--- config.mk ---
export PLATFORM = sky130hd
export DESIGN_NAME = bus_port_fifo
export DESIGN_NICKNAME = d
export VERILOG_FILES = /design/src/rtl/bus_port_fifo.sv
export SDC_FILE = /design/constraint.sdc
export NUM_CORES = 1
export LEC_CHECK = 0
export CORE_ASPECT_RATIO = 2
export CORE_MARGIN = 1
export CORE_UTILIZATION = 45
export DETAILED_ROUTE_END_ITERATION = 8
export SLEW_MARGIN = 20
export SYNTH_ARGS = -nofsm -noshare
export SYNTH_HDL_FRONTEND = slang
export SYNTH_SLANG_ARGS = --single-unit
--- constraint.sdc ---
create_clock -name clk -period 8.4 [get_ports clk]
set_input_delay 2.52 -clock clk [delete_from_list [all_inputs] [get_ports clk]]
set_output_delay 2.52 -clock clk [all_outputs]
set_load 0.01 [all_outputs]
--- src/rtl/bus_port_fifo.sv ---
// bus_port_fifo: per-device bus port adapter with a TX FIFO toward the bus,
// an address-filtered RX FIFO toward the device, and a saturating drop counter.
module bus_port_fifo #(
    parameter int          pckg_sz = 16,
    parameter int          depth   = 8,
    parameter logic [7:0]  id      = 8'd0,
    parameter logic [7:0]  bc_id   = 8'hFF
) (
    input  logic               clk,
    input  logic               reset,
    input  logic               tx_wr,
    input  logic [pckg_sz-1:0] tx_data,
    output logic               tx_full,
    output logic               pndng,
    output logic [pckg_sz-1:0] D_pop,
    input  logic               pop,
    input  logic               push,
    input  logic [pckg_sz-1:0] D_push,
    output logic               rx_valid,
    output logic [pckg_sz-1:0] rx_data,
    input  logic               rx_rd,
    output logic               rx_full,
    output logic               tx_ovf,
    output logic               rx_ovf,
    output logic [15:0]        drop_cnt
);

    localparam int aw = $clog2(depth);
    localparam int cw = aw + 1;
    localparam logic [aw-1:0] last_ptr = aw'(depth - 1);
    localparam logic [cw-1:0] full_cnt = cw'(depth);

    logic [pckg_sz-1:0] tx_mem [depth];
    logic [pckg_sz-1:0] rx_mem [depth];

    logic [aw-1:0] tx_rd_ptr, tx_wr_ptr;
    logic [aw-1:0] rx_rd_ptr, rx_wr_ptr;
    logic [cw-1:0] tx_count, rx_count;

    logic tx_do_pop, tx_do_wr, tx_drop;
    logic rx_match, rx_in;
    logic rx_do_rd, rx_do_wr, rx_drop;
    logic [16:0] drop_sum;

    function automatic logic [aw-1:0] next_ptr(input logic [aw-1:0] p);
        return (p == last_ptr) ? '0 : p + aw'(1);
    endfunction

    // A pop on an empty FIFO is ignored; a pop on a full FIFO frees the
    // slot the same-cycle write lands in.
    assign tx_do_pop = pop & (tx_count != '0);
    assign tx_do_wr  = tx_wr & ((tx_count != full_cnt) | tx_do_pop);
    assign tx_drop   = tx_wr & ~tx_do_wr;

    assign rx_match = (D_push[pckg_sz-1 -: 8] == id) |
                      (D_push[pckg_sz-1 -: 8] == bc_id);
    assign rx_in    = push & rx_match;
    assign rx_do_rd = rx_rd & (rx_count != '0);
    assign rx_do_wr = rx_in & ((rx_count != full_cnt) | rx_do_rd);
    assign rx_drop  = rx_in & ~rx_do_wr;

    assign drop_sum = {1'b0, drop_cnt} + {16'd0, tx_drop} + {16'd0, rx_drop};

    assign pndng    = (tx_count != '0);
    assign tx_full  = (tx_count == full_cnt);
    assign D_pop    = tx_mem[tx_rd_ptr];
    assign rx_valid = (rx_count != '0);
    assign rx_full  = (rx_count == full_cnt);
    assign rx_data  = rx_mem[rx_rd_ptr];

    // TX pointers and occupancy
    always_ff @(posedge clk) begin
        if (reset) begin
            tx_rd_ptr <= '0;
            tx_wr_ptr <= '0;
            tx_count  <= '0;
        end else begin
            if (tx_do_wr)
                tx_wr_ptr <= next_ptr(tx_wr_ptr);
            if (tx_do_pop)
                tx_rd_ptr <= next_ptr(tx_rd_ptr);
            case ({tx_do_wr, tx_do_pop})
                2'b10:   tx_count <= tx_count + cw'(1);
                2'b01:   tx_count <= tx_count - cw'(1);
                default: tx_count <= tx_count;
            endcase
        end
    end

    // RX pointers and occupancy
    always_ff @(posedge clk) begin
        if (reset) begin
            rx_rd_ptr <= '0;
            rx_wr_ptr <= '0;
            rx_count  <= '0;
        end else begin
            if (rx_do_wr)
                rx_wr_ptr <= next_ptr(rx_wr_ptr);
            if (rx_do_rd)
                rx_rd_ptr <= next_ptr(rx_rd_ptr);
            case ({rx_do_wr, rx_do_rd})
                2'b10:   rx_count <= rx_count + cw'(1);
                2'b01:   rx_count <= rx_count - cw'(1);
                default: rx_count <= rx_count;
            endcase
        end
    end

    // Storage arrays; contents survive reset, only accepted writes land
    always_ff @(posedge clk) begin
        if (!reset && tx_do_wr)
            tx_mem[tx_wr_ptr] <= tx_data;
        if (!reset && rx_do_wr)
            rx_mem[rx_wr_ptr] <= D_push;
    end

    // Overflow pulses and saturating drop counter
    always_ff @(posedge clk) begin
        if (reset) begin
            tx_ovf   <= 1'b0;
            rx_ovf   <= 1'b0;
            drop_cnt <= '0;
        end else begin
            tx_ovf   <= tx_drop;
            rx_ovf   <= rx_drop;
            drop_cnt <= drop_sum[16] ? 16'hFFFF : drop_sum[15:0];
        end
    end

endmodule

# Word-level counts from Yosys, hierarchy flattened
# Memory sizes are Yosys's and may differ from the RTL's. A register that Yosys moved wholly into a read port is not among the register bits.
# Cells that the tools add are included.
word_totals:
  register_bits: 38
  ram_bits: 256
  inputBits: 38
  out_inout_bits: 54
  mem_count: 2
memory_table:
  columns: ["memory", "depth", "width", "read_ports", "rd_ports_with_merged_regs", "wr", "line_no", "source"]
  rows:
  - ["rx_mem", 8, 16, 1, 1, 1, "34", "logic [pckg_sz-1:0] rx_mem [depth];"]
  - ["tx_mem", 8, 16, 1, 1, 1, "33", "logic [pckg_sz-1:0] tx_mem [depth];"]
op_classes:
  add_sub_neg: 10
  eq_ne: 13
  n_mux: 15
  bitwise: 12
  reduce_logical: 8
ops:
  columns: ["op", "count"]
  rows:
  - ["two-way mux 3 bit", 8]
  - ["adder 16 x 1 -> 17 bit", 1]
  - ["adder 17 x 1 -> 17 bit", 1]
  - ["two-way mux 16 bit", 1]
  - ["case mux 4 bit (2 select lines)", 2]
  - ["adder 3 x 1 -> 3 bit (second input constant)", 4]
  - ["== test 3 bit (second input constant)", 4]
  - ["adder 4 x 1 -> 4 bit (second input constant)", 2]
  - ["== test 4 bit (second input constant)", 2]
  - ["== test 8 bit (second input constant)", 1]
  - ["logical NOT 8 bit", 1]
  - ["inequality test 4 bit (second input constant)", 2]
  - ["nonzero test 4 bit", 2]
  - ["subtractor 4 x 1 -> 4 bit (second input constant)", 2]
  - ["AND 1 bit", 7]
  - ["== test 2 x 1 -> 1 bit (second input constant)", 2]
  - ["== test 2 bit (second input constant)", 2]
  - ["two-way mux 1 bit", 4]
  - ["nonzero test 2 bit", 2]
  - ["bitwise OR 1 bit", 3]
  - ["logical AND 1 bit", 2]
  - ["inverter 1 bit", 2]
  - ["logical NOT 1 bit", 1]

# Logic depth before layout (Yosys ltp)
# Gate-level depths: netlist of run 1.
depth:
  word_depth: 9
  depth_mapped: 12

# Worst setup path after synthesis of run 1
# No wires, ideal clock.
synth_timing:
  kind: "input port to flip-flop"
  startpoint: "in D_push[12]"
  endpoint: "reg drop_cnt[12]"
  arrival_time_ns: 5.022
  setup_slack_ns: 3.251
  path_stages: 12
  path_buffers: 0
  cell_sequence: "or4_1 -> nor2_2 -> o21ai_1 -> or2_2 -> fa_1 -> inv_1 -> ha_1 -> nand2_1 -> nor3_1 -> and3_1 -> mux2i_1 -> nor2_1"
synth_between:
  elab_chain_len: 8
synth_lines:
  columns: ["item", "line_no", "source"]
  rows:
  - ["start, declared", "18", "input logic [pckg_sz-1:0] D_push,"]
  - ["== test 8 bit / logical NOT 8 bit (equally long branches)", "56, 55", null]
  - ["bitwise OR 1 bit *", "55", "assign rx_match = (D_push[pckg_sz-1 -: 8] == id) |"]
  - ["AND 1 bit *", "57", "assign rx_in = push & rx_match;"]
  - ["AND 1 bit", "59", "assign rx_do_wr = rx_in & ((rx_count != full_cnt) | rx_do_rd);"]
  - ["inverter 1 bit", "60", "assign rx_drop = rx_in & ~rx_do_wr;"]
  - ["AND 1 bit *", "60", null]
  - ["adder 17 x 1 -> 17 bit *", "62", "assign drop_sum = {1'b0, drop_cnt} + {16'd0, tx_drop} + {16'd0, rx_drop};"]
  - ["two-way mux 16 bit *", "126", "drop_cnt <= drop_sum[16] ? 16'hFFFF : drop_sum[15:0];"]
  - ["end signal, assigned", "126", null]
  - ["end, declared", "25", "output logic [15:0] drop_cnt"]
# Every way passes the cells marked *; elsewhere a longest branch is shown, timed or not.
# A chain may end at the register's enable or synchronous reset.

# Worst setup path in the final report of run 1
layout_timing:
  startpoint: "in D_push[9]"
  endpoint: "reg drop_cnt[6]"
# The elaborated chain is that of the path after synthesis.

==> out/qor.yml, run 1 <==
outcome:
  status: "finished, final reports clean"
critical_path:
  crit_type: "input pin to register"
  cp.required_ns: 8.87
  startpoint_type: "input pin"
  regToRegEndpoint: "drop_cnt[6]$_SDFF_PP0_"
  cp_max_fo: 14
  rr_startpoint: "rx_count[0]$_SDFFE_PP0P_"
  end_kind: "register"
  rrSetupSlack_ns: 5.49
  arrival_ns: 6.13
  r2r_cells: 11
global_route:
  antenna_found_initial: 1
  grt_pass1_vias: 6537
  grt_usage_pct: 18.01
  grt_max_degree: 49
  grt.overflow.total: 0
  grt_first_pass_wirelength_um: 35500
clock_tree:
  root_buffer: "clkbuf_16"
  clock_latency_ns: 0.53
  cts_resized: 0
  ctsHoldBuffers: 0
  numCtsBuffers: 26
  clkTransAtPathRegs_ns: 0.06
  cts_tree: "yes"
  clock_sinks: 300
  clock_path_buffers: 3
  htree_levels: 1
  cts_setup_buffers: 0
synth:
  synth_area_leaders: "edfxtp_1, mux4_2, dfxtp_1, mux2_2, ha_1"
  syn-cell-area_um2: 11780
  synth_top_area_share_pct: 65.29
  avgSynthCellArea_um2: 18.84
  syn-instance-count: 625
  yosysSeqAreaShare_pct: 72.77
  yosys_warnings: 0
  synth_nets: 680
  synth_seq_cells: 300
  synth_top_cell_by_area: "edfxtp_1"
  yosysUniqueCellTypes: 44
timing:
  slew_viol_final: 0
  worst_pin_slew_ns: 1.049
  setup_slack_ns: 2.741
  max_slew_margin_pct: 29.86
  setup_viol: 0
  skew_ns: 0.007980
  rsz0062_at_grt: "no"
  hold_viol: 0
  hold_ws_ns: 0.4801
  post-route-min-period_ns: 5.659
  max_freq_mhz: 176.7
  finalCritPeriodShare_pct: 67.36
  setup_tns_ns: 0
placed_design:
  pre_cts_ws_ns: 2.221
  place.gp.congestion: 0.7433
  post-dp-hpwl_um: 15050
  port_buffers: 91
floorplanning:
  core_area_um2: 25650
  die_area_um2: 26860
  fp.dieW_um: 116.4
  ioPinCount: 92
  row_count: 83
  die-height_um: 230.8
  start_util_pct: 45.91
power:
  power_density_nw_per_um2: 241.8
  power_frac_seq_pct: 49.9
  combPwrFrac_pct: 16.4
  p_int_w: 0.002588
  vdd_drop_max_mv: 0.1894
  switching_share_pct: 23.16
  power_leakage_nw: 4.471
  p_switching_w: 0.0007800
  p_clk_share_pct: 33.7
final_layout:
  fillers: 2067
  drive_above_1_share_pct: 20.83
  syn2layout_area_growth_pct: 18.30
  num-nets-final: 784
worst_hold_path:
  hold_path.class: "register to register"
  worstHoldPathCells: 2
  min-delay-start: "rx_rd_ptr[1]$_SDFFE_PP0N_"
routing:
  antenna_left: 0
  drt_pass1_iterations: 4
  vias: 5882
  routedWlPerCell_um: 21.12
  drc: 0
  vias_per_cell: 5.396
  drt_wl_total_um: 23030
  drt-initial-drc-count: 385
job:
  cap_violations: 0
## critical path, cell delays in order
cell and delay, ns:
clkdlybuf4s50_1 0.59, or4_1 0.62, nor2_2 0.18, o21ai_1 0.13, or2_2 0.35, fa_1 0.39
inv_1 0.08, ha_1 0.21, nand2_1 0.09, nor2_1 0.23, nand3_1 0.43, o21a_1 0.24
nor2_1 0.07
## synth_stat cells, drive strengths merged
| library cell | number |
|---|---|
| nor3 | 8 |
| a31oi | 1 |
| xor2 | 9 |
| mux4 | 64 |
| dfxtp | 44 |
| or4 | 4 |
| a21oi | 28 |
| inv | 12 |
| nand3b | 2 |
| fa | 3 |
| or2 | 1 |
| nor2 | 35 |
| and4b | 2 |
| or3b | 1 |
| nand4 | 4 |
| ha | 14 |
| a2bb2oi | 1 |
| nand3 | 8 |
| o21a | 1 |
| and2 | 2 |
| a21o | 2 |
| and3 | 7 |
| clkbuf | 14 |
| mux2 | 36 |
| o211ai | 1 |
| xnor2 | 6 |
| mux2i | 5 |
| buf | 11 |
| nor3b | 1 |
| and3b | 2 |
| edfxtp | 256 |
| o211a | 1 |
| o2111ai | 1 |
| nor2b | 5 |
| nand2b | 4 |
| o21ai | 3 |
| nand2 | 20 |
| or3 | 5 |
| nor4 | 1 |
## per-layer routing
metal / wire [um] / track usage, % / part of all wire, % / up-vias
met4: 735 / 7.252 / 3.2 / 0
met2: 13630 / 35.63 / 59 / 113
met1: 7871 / 18.00 / 34 / 3035
met3: 791 / 2.442 / 3.4 / 43
met5: 0 / 0 / 0 / -
li1: - / - / - / 2691
## worst max path at each step
stage          slack, ns                       to        from
6_report            2.74   drop_cnt[6]$_SDFF_PP0_   D_push[9]
5_1_grt             2.46   drop_cnt[6]$_SDFF_PP0_   D_push[9]
4_1_cts             2.77   drop_cnt[6]$_SDFF_PP0_   D_push[9]
3_5_place_dp        2.22   drop_cnt[6]$_SDFF_PP0_   D_push[9]
3_3_place_gp        2.31   drop_cnt[6]$_SDFF_PP0_   D_push[9]
2_1_floorplan       3.25  drop_cnt[12]$_SDFF_PP0_  D_push[12]
## power groups by stage
stage / sequential, W / combinational [W] / clock (W)
global placement: 0.00171 / 0.000553 / 0
CTS: 0.00168 / 0.000568 / 0.00117
floorplan: 0.00169 / 0.000377 / 0
detailed placement: 0.00171 / 0.000566 / 0
global route: 0.00168 / 0.000603 / 0.00121
finish: 0.00168 / 0.000553 / 0.00114
## cells in the final DEF, fill, tap and decap left out, types with 6 or more instances in the layout
master             n
mux4_2            64
nor3_1             6
xor2_1             9
inv_1             12
mux2_2            35
nand3_1            8
nand2_1           19
edfxtp_1         256
buf_4              9
clkbuf_16         27
and3_1             7
ha_1              14
a21oi_1           28
clkdlybuf4s50_1   91
dfxtp_1           40
nor2_1            34
clkbuf_1           8
xnor2_1            6
## registers in the layout, indices dropped and copies added, names as in the netlist, named ones only
signal / count
drop_cnt: 16
rx_count: 4
rx_mem: 128
rx_ovf: 1
rx_rd_ptr: 3
rx_wr_ptr: 3
tx_count: 4
tx_mem: 128
tx_ovf: 1
tx_rd_ptr: 3
tx_wr_ptr: 3
## stage by stage
step | total power [W] | cells | util (%) | area (um2)
after global placement | 0.002264 | 1040 | 51.09 | 13100
after floorplan | 0.002070 | 625 | - | 11780
after CTS | 0.003419 | 1088 | 54.24 | 13910
after global routing | 0.003501 | 1090 | 54.30 | 13930
final | 0.003368 | 1090 | 54.30 | 13930
after detailed placement | 0.002280 | 1040 | 51.09 | 13100
## logic make-up after synthesis
group / count (synthesis) / share of synthesized area [%]
muxes: 105 / 16.11
xor gates and xnor gates: 15 / 1.116
adders and majority gates: 17 / 1.998
AOI/OAI and AO/OA: 39 / 1.860
and+or+nand+nor: 112 / 4.899
DFF: 300 / 72.77
buffers and inverters: 37 / 1.254
## cell type report
class / instances / area (um2) / area share [%]
Timing Repair Buffer: 101 / 993.5 / 7.132
Tap cell: 340 / 425.4 / 3.054
Antenna cell: 1 / 2.502 / 0.01796
Sequential cell: 300 / 8573 / 61.55
Inverter: 12 / 45.04 / 0.3234
Clock buffer: 36 / 719.4 / 5.165
Clock inverter: 12 / 88.84 / 0.6377
Multi-Input combinational cell: 288 / 3082 / 22.12
No activity file was read; power rests on OpenSTA's default activity.
==> run 2: changes to the inputs <==
==> constraint.sdc (replaced) <==
create_clock -name clk -period 5.7 [get_ports clk]
set_input_delay 1.71 -clock clk [delete_from_list [all_inputs] [get_ports clk]]
set_output_delay 1.71 -clock clk [all_outputs]
set_load 0.01 [all_outputs]
==> out/qor.yml, run 2 (synthesis results as in run 1) <==
final_layout:
  num-nets-final: 797  # +1.7%
  final_common_cell: "edfxtp_1"
  fin_cells: 1100  # +0.92%
  diodes: 0  # -1
  syn2layout_area_growth_pct: 19.36
  mostFrequentLayoutCells: "edfxtp_1, clkdlybuf4s50_1, mux4_2"
  reg.largest.list: "rx_mem (128), tx_mem (128), drop_cnt (16)"
  drive_above_1_share_pct: 22.50  # +1.7 points
floorplanning:
  die-height_um: 230.8  # unchanged
  die_area_um2: 26860  # unchanged
  ioPinCount: 92  # unchanged
  core_area_um2: 25650  # unchanged
  row_count: 83  # unchanged
  fp.dieW_um: 116.4  # unchanged
  start_util_pct: 45.91  # unchanged
job:
  cap_violations: 0  # unchanged
power:
  power_leakage_nw: 4.575  # +2.3%
  vdd_drop_max_mv: 0.3168  # +67%
  power_density_nw_per_um2: 360.1  # +49%
  p_total_w: 0.005061  # +50%
clock_tree:
  ctsHoldBuffers: 0  # unchanged
  clock_path_buffers: 3  # unchanged
  htree_levels: 1  # unchanged
  root_buffer: "clkbuf_16"
  cts_resized: 0  # unchanged
  clock_sinks: 300  # unchanged
  numCtsBuffers: 26  # unchanged
  clkTransAtPathRegs_ns: 0.07  # about the same
  cts_setup_buffers: 0  # unchanged
  cts_tree: "yes"
  clock_latency_ns: 0.54  # about the same
placed_design:
  dp.cells: 1054  # +1.3%
  place.gp.congestion: 0.7555  # +1.6%
  pre_cts_ws_ns: 0.2606  # -1.960 ns
  port_buffers: 91  # unchanged
  post-dp-hpwl_um: 14870  # -1.2%
outcome:
  status: "finished, final reports clean"
critical_path:
  crit_family: "simple AND/OR/NAND/NOR gates"
  path_cells: "clkdlybuf4s50_1, or4_1, nor2_2, o21ai_1, or2_2, fa_1, inv_1, ha_1, nand2_1, nor2_1, nand3_1, o21a_1, nor2_1"
  arrival_ns: 5.42  # -0.71 ns
  startpoint_type: "input pin"
  cp.required_ns: 6.18  # -2.69 ns
  crit_type: "input pin to register"
  slowest_delay_ns: 0.64  # +0.02 ns
  cp_max_fo: 14  # unchanged
  cp_slowest_cell: "or4_1"
  end_kind: "register"
  worst-path-buf-inv: 2  # unchanged
  cpMostUsedCell: "nor2_1"
routing:
  drt_pass1_iterations: 4  # unchanged
  drc: 0  # unchanged
  antenna_left: 0  # unchanged
  drt-initial-drc-count: 355  # -7.8%
  routedWlPerCell_um: 20.90  # -1.1%
  drt_wl_total_um: 22990  # -0.17%
  vias: 5897  # +0.26%
  vias_per_cell: 5.361  # -0.66%
global_route:
  grt_max_degree: 33  # -33%
  antenna_found_initial: 0  # -1
  grt_usage_pct: 17.97  # -0.037 points
  grt.overflow.total: 0  # unchanged
  grt_first_pass_wirelength_um: 35510  # about the same
  grt_pass1_vias: 6538  # +0.015%
timing:
  setup_tns_ns: 0  # unchanged
  finalCritPeriodShare_pct: 86.74
  hold_viol: 0  # unchanged
  rsz0062_at_grt: "no"
  skew_ns: 0.01260  # +0.004623 ns
  setup_slack_ns: 0.7558  # -1.986 ns
  setup_viol: 0  # unchanged
  post-route-min-period_ns: 4.944
  max_slew_margin_pct: 34.87  # +5.0 points
  slew_viol_final: 0  # unchanged
  hold_ws_ns: 0.4913  # +0.01125 ns
  max_freq_mhz: 202.3
  worst_pin_slew_ns: 0.9756  # -0.07312 ns
worst_hold_path:
  hold_path.class: "register to register"
## run 2: cell count changes in the layout (fill, tap and decap cells not counted), sizes merged
cell,previous run,this run
clkinvlp,3,2
bufinv,1,4
buf,10,23
clkbuf,36,29
diode,1,0
clkinv,8,11
## run 2: stage by stage
step	instance area, um2	util [%]
floorplan	11780	-
global placement	13200	51.45
detailed placement	13200	51.45
CTS	14050	54.79
global route	14050	54.79
finish	14050	54.79
## run 2: path summary, 6_finish.rpt
path | start | to | slack, ns | cells after the start
hold / removal | rx_rd_ptr[1]$_SDFFE_PP0N_ | register | 0.49 | 2
setup reg to reg | rx_count[0]$_SDFFE_PP0P_ | drop_cnt[6]$_SDFF_PP0_ | 2.68 | 11
setup / recovery | D_push[8] | drop_cnt[6]$_SDFF_PP0_ | 0.76 | 13
hold reg to reg | rx_rd_ptr[1]$_SDFFE_PP0N_ | register | 0.49 | 2
## run 2: worst reg2reg max path: stages (launching register included)
cell and delay, ns:
dfxtp_1 0.35, nor3_1 0.27, nand3b_1 0.18, or2_2 0.33, fa_1 0.39, inv_1 0.07, ha_1 0.21, nand2_1 0.09
nor2_1 0.25, nand3_1 0.45, o21a_1 0.26, nor2_1 0.09
## run 2: cell type report
type	count	area [um2]
Multi-Input combinational cell	288	3069
Tap cell	340	425.4
Timing Repair Buffer	114	1084
Clock buffer	29	661.9
Fill cell	2048	11600
Clock inverter	17	196.4
Inverter	12	45.04
Sequential cell	300	8573
## run 2: per-layer routing
metal / track usage [%] / vias up / wire [um]
li1: - / 2710 / -
met1: 18.10 / 3047 / 8133
met2: 35.95 / 110 / 13500
met3: 3.150 / 30 / 943
met4: 5.008 / 0 / 409
met5: 0 / - / 0
## run 2: power by group
| group | internal [W] | switching, W | leakage, nW | total [W] |
|---|---|---|---|---|
| registers | 0.00243 | 0.0000709 | 2.66 | 0.00250 |
| clock network | 0.00102 | 0.000755 | 0.417 | 0.00177 |
| logic | 0.000462 | 0.000330 | 1.49 | 0.000792 |
| total | 0.00391 | 0.00116 | 4.57 | 0.00506 |
==> run 3: changes to the inputs <==
--- a/config.mk
+++ b/config.mk
@@ -5,6 +5,7 @@
 export SDC_FILE = /design/constraint.sdc
 export NUM_CORES = 1
 export LEC_CHECK = 0
+export ABC_CLOCK_PERIOD_IN_PS = 5700
 export CORE_ASPECT_RATIO = 2
 export CORE_MARGIN = 1
 export CORE_UTILIZATION = 45
==> results of run 3 <==
Same layout as run 2: the final DEF is identical, and so are final timing and power.
